==> src/rtl/uart_tx_arbiter.sv <==
// Shares one UART tx_fsm among N_REQ byte producers; grant to tx_start/ack is one cycle, frame timed locally.
// Requests are sampled only in IDLE and held off for a full frame; define UART_ARB_FIXED_PRIO_EN for fixed priority.
module uart_tx_arbiter #(
  parameter int clk_freq_Hz = 1000000,
  parameter int baud_rate   = 100000,
  parameter int N_REQ       = 4,
  parameter int GUARD_CLKS  = 2,
  localparam int IDW        = $clog2(N_REQ)
) (
  input  logic                 clk,
  input  logic                 RSTn,
  input  logic [N_REQ-1:0]     req,
  input  logic [8*N_REQ-1:0]   data_in,
  output logic [N_REQ-1:0]     ack,
  output logic                 tx_start,
  output logic [7:0]           tx_data,
  output logic [IDW-1:0]       grant_id,
  output logic                 busy
);

  localparam int CLKS_PER_BIT = clk_freq_Hz / baud_rate;
  localparam int FRAME_CLKS   = CLKS_PER_BIT * 10 + GUARD_CLKS;
  localparam int CW           = $clog2(FRAME_CLKS + 1);

  typedef enum logic [1:0] {S_IDLE, S_START, S_WAIT} state_t;

  state_t           r_state;
  state_t           w_next_state;
  logic [CW-1:0]    r_cnt;
  logic [N_REQ-1:0] r_ack;
  logic             r_tx_start;
  logic [7:0]       r_tx_data;
  logic [IDW-1:0]   r_grant_id;
  logic             r_busy;

  logic [IDW-1:0]   w_winner;
  logic [IDW:0]     w_idx;
  logic [7:0]       w_win_byte;
  logic             w_grant;
  logic [N_REQ-1:0] w_ack_nxt;
  logic             w_busy_nxt;

`ifdef UART_ARB_FIXED_PRIO_EN
  // Descending scan so the lowest set index is the last writer.
  always_comb begin
    w_winner = '0;
    w_idx    = '0;
    for (int i = N_REQ - 1; i >= 0; i--) begin
      w_idx = (IDW+1)'(i);
      if (req[w_idx[IDW-1:0]]) w_winner = w_idx[IDW-1:0];
    end
  end
`else
  logic [IDW-1:0] r_ptr;
  logic           w_found;

  // Scan from the pointer upward with wrap; first set bit wins.
  always_comb begin
    w_winner = '0;
    w_found  = 1'b0;
    w_idx    = '0;
    for (int k = 0; k < N_REQ; k++) begin
      w_idx = {1'b0, r_ptr} + (IDW+1)'(k);
      if (w_idx >= (IDW+1)'(N_REQ)) w_idx = w_idx - (IDW+1)'(N_REQ);
      if (!w_found && req[w_idx[IDW-1:0]]) begin
        w_found  = 1'b1;
        w_winner = w_idx[IDW-1:0];
      end
    end
  end

  always_ff @(posedge clk or negedge RSTn) begin
    if (!RSTn) begin
      r_ptr <= '0;
    end else if (w_grant) begin
      r_ptr <= (w_winner == IDW'(N_REQ - 1)) ? '0 : w_winner + 1'b1;
    end
  end
`endif

  always_comb begin
    w_win_byte = 8'h00;
    for (int i = 0; i < N_REQ; i++) begin
      if (w_winner == IDW'(i)) w_win_byte = data_in[8*i +: 8];
    end
  end

  always_ff @(posedge clk or negedge RSTn) begin
    if (!RSTn) r_state <= S_IDLE;
    else       r_state <= w_next_state;
  end

  always_comb begin
    w_next_state = r_state;
    case (r_state)
      S_IDLE:  if (|req) w_next_state = S_START;
      S_START: w_next_state = S_WAIT;
      S_WAIT:  if (r_cnt == '0) w_next_state = S_IDLE;
      default: w_next_state = S_IDLE;
    endcase
  end

  // Strobes are computed one cycle early so they leave the block from flops.
  always_comb begin
    w_grant    = (r_state == S_IDLE) && (|req);
    w_ack_nxt  = w_grant ? ({{(N_REQ-1){1'b0}}, 1'b1} << w_winner) : '0;
    w_busy_nxt = (w_next_state != S_IDLE);
  end

  always_ff @(posedge clk or negedge RSTn) begin
    if (!RSTn) begin
      r_cnt      <= '0;
      r_ack      <= '0;
      r_tx_start <= 1'b0;
      r_tx_data  <= 8'h00;
      r_grant_id <= '0;
      r_busy     <= 1'b0;
    end else begin
      r_ack      <= w_ack_nxt;
      r_tx_start <= w_grant;
      r_busy     <= w_busy_nxt;
      if (w_grant) begin
        r_tx_data  <= w_win_byte;
        r_grant_id <= w_winner;
      end
      if (r_state == S_START)                 r_cnt <= CW'(FRAME_CLKS - 1);
      else if (r_state == S_WAIT && r_cnt != '0) r_cnt <= r_cnt - 1'b1;
    end
  end

  assign ack      = r_ack;
  assign tx_start = r_tx_start;
  assign tx_data  = r_tx_data;
  assign grant_id = r_grant_id;
  assign busy     = r_busy;

endmodule

==> config.mk <==
export PLATFORM = sky130hd
export DESIGN_NAME = uart_tx_arbiter
export DESIGN_NICKNAME = d
export VERILOG_FILES = /design/src/rtl/uart_tx_arbiter.sv
export SDC_FILE = /design/constraint.sdc
export NUM_CORES = 1
export LEC_CHECK = 0
export BUFFER_PORTS_ARGS = -buffer_cell sky130_fd_sc_hd__buf_2
export CORE_ASPECT_RATIO = 1.25
export CORE_MARGIN = 2
export CORE_UTILIZATION = 45
export DETAILED_ROUTE_END_ITERATION = 6
export PLACE_DENSITY = 0.73
export REMOVE_ABC_BUFFERS = 1
export SLEW_MARGIN = 40
export SYNTH_ARGS = -nofsm -noshare
export SYNTH_HDL_FRONTEND = slang
export SYNTH_SLANG_ARGS = --single-unit
==> constraint.sdc <==
create_clock -name clk -period 4 [get_ports clk]
set_clock_uncertainty 0.1 [all_clocks]
set_input_delay 0.8 -clock clk [delete_from_list [all_inputs] [get_ports clk]]
set_output_delay 0.8 -clock clk [all_outputs]
set_load 0.01 [all_outputs]
# Word-level counts from Yosys, hierarchy flattened
# Index checks and enable logic that the tools add are counted.
[word_totals]
register_bits = 27
inputBits = 38
out_inout_bits = 16
wordCells = 76
[classes]
n_addsub = 9
n_lt_le_gt_ge = 8
eq_ne = 5
shift = 1
muxes = 30
n_reduce_logical = 15
[ops]
columns = ["op", "count"]
rows = [
  ["8-bit two-way mux", 4],
  ["2-bit two-way mux", 11],
  ["7-bit two-way mux", 2],
  ["2-bit by 3-bit < comparator with 1-bit output, second input constant", 4],
  ["3-bit >= comparator, second input constant", 3],
  ["1-bit binary-select mux with 2-bit select", 4],
  ["2-bit by 1-bit subtractor with 2-bit output, second input constant", 4],
  ["7-bit logical NOT", 1],
  ["1-bit two-way mux", 7],
  ["7-bit nonzero test", 1],
  ["7-bit by 1-bit subtractor with 7-bit output, second input constant", 1],
  ["2-bit by 2-bit adder with 3-bit output, second input constant", 2],
  ["2-bit equality test, second input constant", 3],
  ["2-bit case mux with 3 select lines", 1],
  ["1-bit logical AND", 5],
  ["2-bit by 1-bit equality test with 1-bit output, second input constant", 2],
  ["2-bit logical NOT", 2],
  ["4-bit two-way mux", 1],
  ["2-bit nonzero test", 2],
  ["4-bit OR reduction", 1],
  ["1-bit by 2-bit left shift with 4-bit output, first input constant", 1],
  ["2-bit by 1-bit adder with 3-bit output, second input constant", 1],
  ["2-bit by 3-bit >= comparator with 1-bit output, second input constant", 1],
  ["1-bit logical NOT", 3],
  ["2-bit by 1-bit adder with 2-bit output, second input constant", 1],
]

# Depth between registers and ports, before layout
[depth]
word_depth = 19
depth_mapped = 11
ltp_nobuf = 9

# Worst setup path after synthesis
# Ideal clock, no wire load.
[synth_timing]
path_type = "input to register"
from = "input port req[2]"
to = "register r_tx_data[6], in the netlist tx_data[6]"
setup_ps = 127
arrival_ps = 2488
required_time_ps = 3773
slack_ps = 1285
path_stages = 11
path_buffers = 2
path_cell_list = "nor2b_1 nor3_1 a21oi_1 or2_2 ha_1 clkbuf_1 clkbuf_1 a21oi_1 o21ai_0 a221oi_1 nor2_1"
[synth_via]
elab_chain_len = 17
[synth_rtl]
columns = ["element", "line_no", "text"]
rows = [
  ["start: declaration", "12", "input logic [N_REQ-1:0] req,"],
  ["1-bit binary-select mux with 2-bit select", "65", "if (!w_found && req[w_idx[IDW-1:0]]) begin"],
  ["1-bit two-way mux (not written as such)", "65", ""],
  ["1-bit two-way mux", "65", ""],
  ["1-bit logical NOT", "65", ""],
  ["1-bit logical AND", "65", ""],
  ["1-bit two-way mux", "65", ""],
  ["1-bit logical NOT", "65", ""],
  ["1-bit logical AND", "65", ""],
  ["1-bit two-way mux", "65", ""],
  ["1-bit logical NOT", "65", ""],
  ["1-bit logical AND", "65", ""],
  ["2-bit two-way mux", "65", ""],
  ["2-bit logical NOT", "84", "if (w_winner == IDW'(i)) w_win_byte = data_in[8*i +: 8];"],
  ["8-bit two-way mux (4 in a row)", "84", ""],
  ["end signal: assignment", "123", "r_tx_data <= w_win_byte;"],
  ["end: declaration", "32", "logic [7:0] r_tx_data;"],
]
# Parallel ways exist; a longest one is shown, timed or not. The select of a mux whose other input is x is not followed.
# A chain may end at the register's enable or synchronous reset.

# Worst setup path in the final report
[layout_timing]
from = "input port req[0]"
to = "register r_tx_data[3], in the netlist tx_data[3]"
[layout_via]
elab_chain_len = 17
[layout_rtl]
columns = ["element", "line_no", "text"]
rows = [
  ["1-bit binary-select mux with 2-bit select", "65", ""],
  ["1-bit two-way mux (not written as such)", "65", ""],
  ["1-bit two-way mux", "65", ""],
  ["1-bit logical NOT", "65", ""],
  ["1-bit logical AND", "65", ""],
  ["1-bit two-way mux", "65", ""],
  ["1-bit logical NOT", "65", ""],
  ["1-bit logical AND", "65", ""],
  ["1-bit two-way mux", "65", ""],
  ["1-bit logical NOT", "65", ""],
  ["1-bit logical AND", "65", ""],
  ["2-bit two-way mux (*)", "65", ""],
  ["net w_winner[0]", "36", "logic [IDW-1:0] w_winner;"],
  ["2-bit logical NOT", "84", ""],
  ["8-bit two-way mux (3 in a row)", "84", ""],
  ["8-bit two-way mux (*)", "84", ""],
]
# Mark *: on every way through the listed nets, which the timed path passes. The rest lies on a longest branch. The select of a mux whose other input is x is not followed.

==> results.json <==
{
  "status": "finished clean",
  "route.vias.total": 1434,
  "grt_start_max_net_pins": 28,
  "dpl_cell_area_um2": 1790,
  "worst_pin_slew_ps": 606,
  "async_reset_ff_frac": 1.00,
  "cp_data_required_time_ps": 4110,
  "reg2regPathDepth": 9,
  "period_needed_ps": 2740,
  "htree_num_levels": 1,
  "setup_slack_ps": 1260,
  "fin_hold_ws_ps": 407,
  "route.detailed.drc": 0,
  "detailed_routing_iterations_pass_1": 4,
  "max_clock_freq_ghz": 0.365,
  "p_clk_frac": 0.118,
  "cts_repair_resize_count": 0,
  "gr-usage-all-layers": 0.185,
  "worstHoldPathType": "reg2reg",
  "tns_ps": 0,
  "layout.core_utilization": 0.568,
  "cts_root_buf": "clkbuf_8",
  "drive_gt1_frac": 0.274,
  "drt_iter0_markers": 62,
  "tritoncts": "done",
  "switching_power_uw": 560,
  "arrival_ps": 2840,
  "synth_edf_count": 0,
  "grt_overflow": 0,
  "timing_max_transition_violations_final": 0,
  "grt_antenna_before_repair": 0,
  "io_pins": 54,
  "setup-violations-final": 0,
  "reg2reg_slack_ps": 1500,
  "layout_worst_path_cycle_share": 0.684,
  "crit-reg2reg-launch": "r_ptr[0]$_DFFE_PN0P_",
  "place_congestion": 0.780,
  "yosys_most_used_dff": "dfrtp_1",
  "max_slew_margin": 0.596,
  "fp.dieW_um": 56.0,
  "yosysWarnings": 0,
  "clock_path_buffers": 2,
  "holdPathEnd": "grant_id[1]$_DFFE_PN0P_",
  "postSynthRegisterBits": 27,
  "syn_avg_cell_area_um2": 8.84,
  "postCtsHoldBufs": 0,
  "ant_nets": 0,
  "critPathMaxFanout": 11,
  "design.die.area_um2": 3860,
  "criticalPathCategory": "in2reg",
  "postCtsSetupRepairBufs": 0,
  "portBuffers": 53,
  "cts_made_buffers": 3,
  "holdPathStages": 2,
  "post_synth_inst_count": 172,
  "cp-start-kind": "input port",
  "synth_sequential_area_ratio": 0.444,
  "clock-sinks": 27,
  "fin_area_um2": 1830,
  "power.total_mw": 1.30,
  "critical_path.reg2reg.endpoint": "tx_data[3]$_DFFE_PN0P_",
  "peak_supply_drop_mv": 0.401,
  "clk_pin_slew_ps": 90,
  "nNetsFinal": 264,
  "leakage_nw": 0.930,
  "combinationalPowerShare": 0.498,
  "synth_cell_types": 35,
  "floorplan.rows": 23,
  "numPlacedInstances": 252,
  "route.detailed.vias_per_inst": 5.60,
  "drv.max_cap_violation_count": 0,
  "worstHoldStart": "grant_id[1]$_DFFE_PN0P_",
  "place_hpwl_mm": 2.53,
  "power_density_nw_per_um2": 712,
  "stdcell_count": 256,
  "sequentialPowerShare": 0.384,
  "fillcell_total": 309,
  "crit_path_end_kind": "flop",
  "core_um2": 3220,
  "netlist_area_um2": 1520,
  "global_route_wire_length_before_repair_mm": 5.62,
  "route.final.wire_length_mm": 3.41,
  "syn2layout_area_growth_pct": 20.5,
  "first_global_vias": 1330,
  "clkLatencyLatePin_ps": 270,
  "place_ws_ps": 1010,
  "insertedDiodeCount": 0,
  "routed_wire_length_per_instance_um": 13.3,
  "starting_density_of_the_core": 0.472,
  "grt_setup_unrepaired": "no",
  "power.internal_uw": 743,
  "finalHoldViolCount": 0,
  "die_ht_um": 69.0,
  "power.share.switching": 0.430
}
-- cell families (layout without fill, tap and decap cells) --
kind of cell               after synthesis  count (layout)  share of synthesized area
buffers and inverters                   25              72                     0.0675
DFF                                     27              27                      0.444
AOI/OAI and AO/OA                       53              53                      0.232
adders and majority gates                6               6                     0.0494
and+or+nand+nor                         61              61                      0.207
-- worst max-delay path by stage --
stage	start	to	cells after the start
after floorplan	req[2]	tx_data[0]$_DFFE_PN0P_	9
after global placement	req[2]	tx_data[6]$_DFFE_PN0P_	10
after detailed placement	req[0]	tx_data[7]$_DFFE_PN0P_	10
after CTS	req[0]	tx_data[3]$_DFFE_PN0P_	10
after global routing	req[2]	tx_data[0]$_DFFE_PN0P_	10
final	req[0]	tx_data[3]$_DFFE_PN0P_	10
-- synthesized netlist by cell type (2+ instances only) --
master    number  area (um^2)
nand3_1        9         45.0
clkbuf_1       7         26.3
a21oi_1       20          100
dfrtp_1       27          676
and3_1         2         12.5
nand4b_1       2         17.5
nor3_1         2         10.0
a211o_1        9         78.8
inv_1         15         56.3
o21ai_0        8         40.0
nor2b_1        6         37.5
and2_1         4         25.0
ha_1           6         75.1
a221oi_1       8         70.1
nand2_1       12         45.0
nor2_1        16         60.1
-- sequential cells by signal, indices dropped and copies added (netlist names) --
| register | count |
|---|---|
| ack | 4 |
| tx_start | 1 |
| tx_data | 8 |
| r_ptr | 2 |
| r_cnt | 7 |
| r_state | 2 |
| busy | 1 |
| grant_id | 2 |
-- layer usage --
layer / global-route usage / up-vias / share of wire / routed length [um]
met1: 0.210 / 674 / 0.45 / 1520
met4: 0.0833 / 0 / 0.015 / 51
met5: 0 / - / 0 / 0
met2: 0.346 / 49 / 0.49 / 1660
li1: - / 707 / - / -
met3: 0.0299 / 4 / 0.051 / 174
-- placed cells by master, fill, tap and decap left out, drive strengths merged, types with 2 or more instances in the layout --
cell type  count
dfrtp         27
inv           15
nand4b         2
a221oi         8
ha             6
nand3          9
a21oi         20
and2           4
nor2b          6
a211o          9
o21ai          8
clkbuf         3
buf           53
nor2          16
nand2         12
nor3           2
and3           2
-- worst max-delay path, cell delays in order --
cell	delay, ps
buf_2	110
nor2b_1	180
nor3_1	70
a21oi_1	260
nor2_1	110
ha_1	330
nor2b_1	410
a221oi_1	160
a211o_1	300
a21oi_1	110
-- layout make-up --
type,count,area [um^2],share of cell area
multi-input cells,120,742,0.405
flip-flops and latches,27,676,0.369
repair buffers,53,265,0.145
inverters,15,56.3,0.0307
well taps,37,46.3,0.0253
clock buffers,3,41.3,0.0225
clock inverters,1,5.00,0.00273
-- power by group through the flow --
stage | Sequential, mW | Clock [mW] | Combinational (mW)
2_1_floorplan | 0.518 | 0 | 0.426
3_3_place_gp | 0.505 | 0 | 0.648
3_5_place_dp | 0.505 | 0 | 0.654
4_1_cts | 0.500 | 0.160 | 0.655
5_1_grt | 0.517 | 0.169 | 0.736
6_report | 0.500 | 0.154 | 0.649
Note: power is estimated with default switching activity, not from simulation.
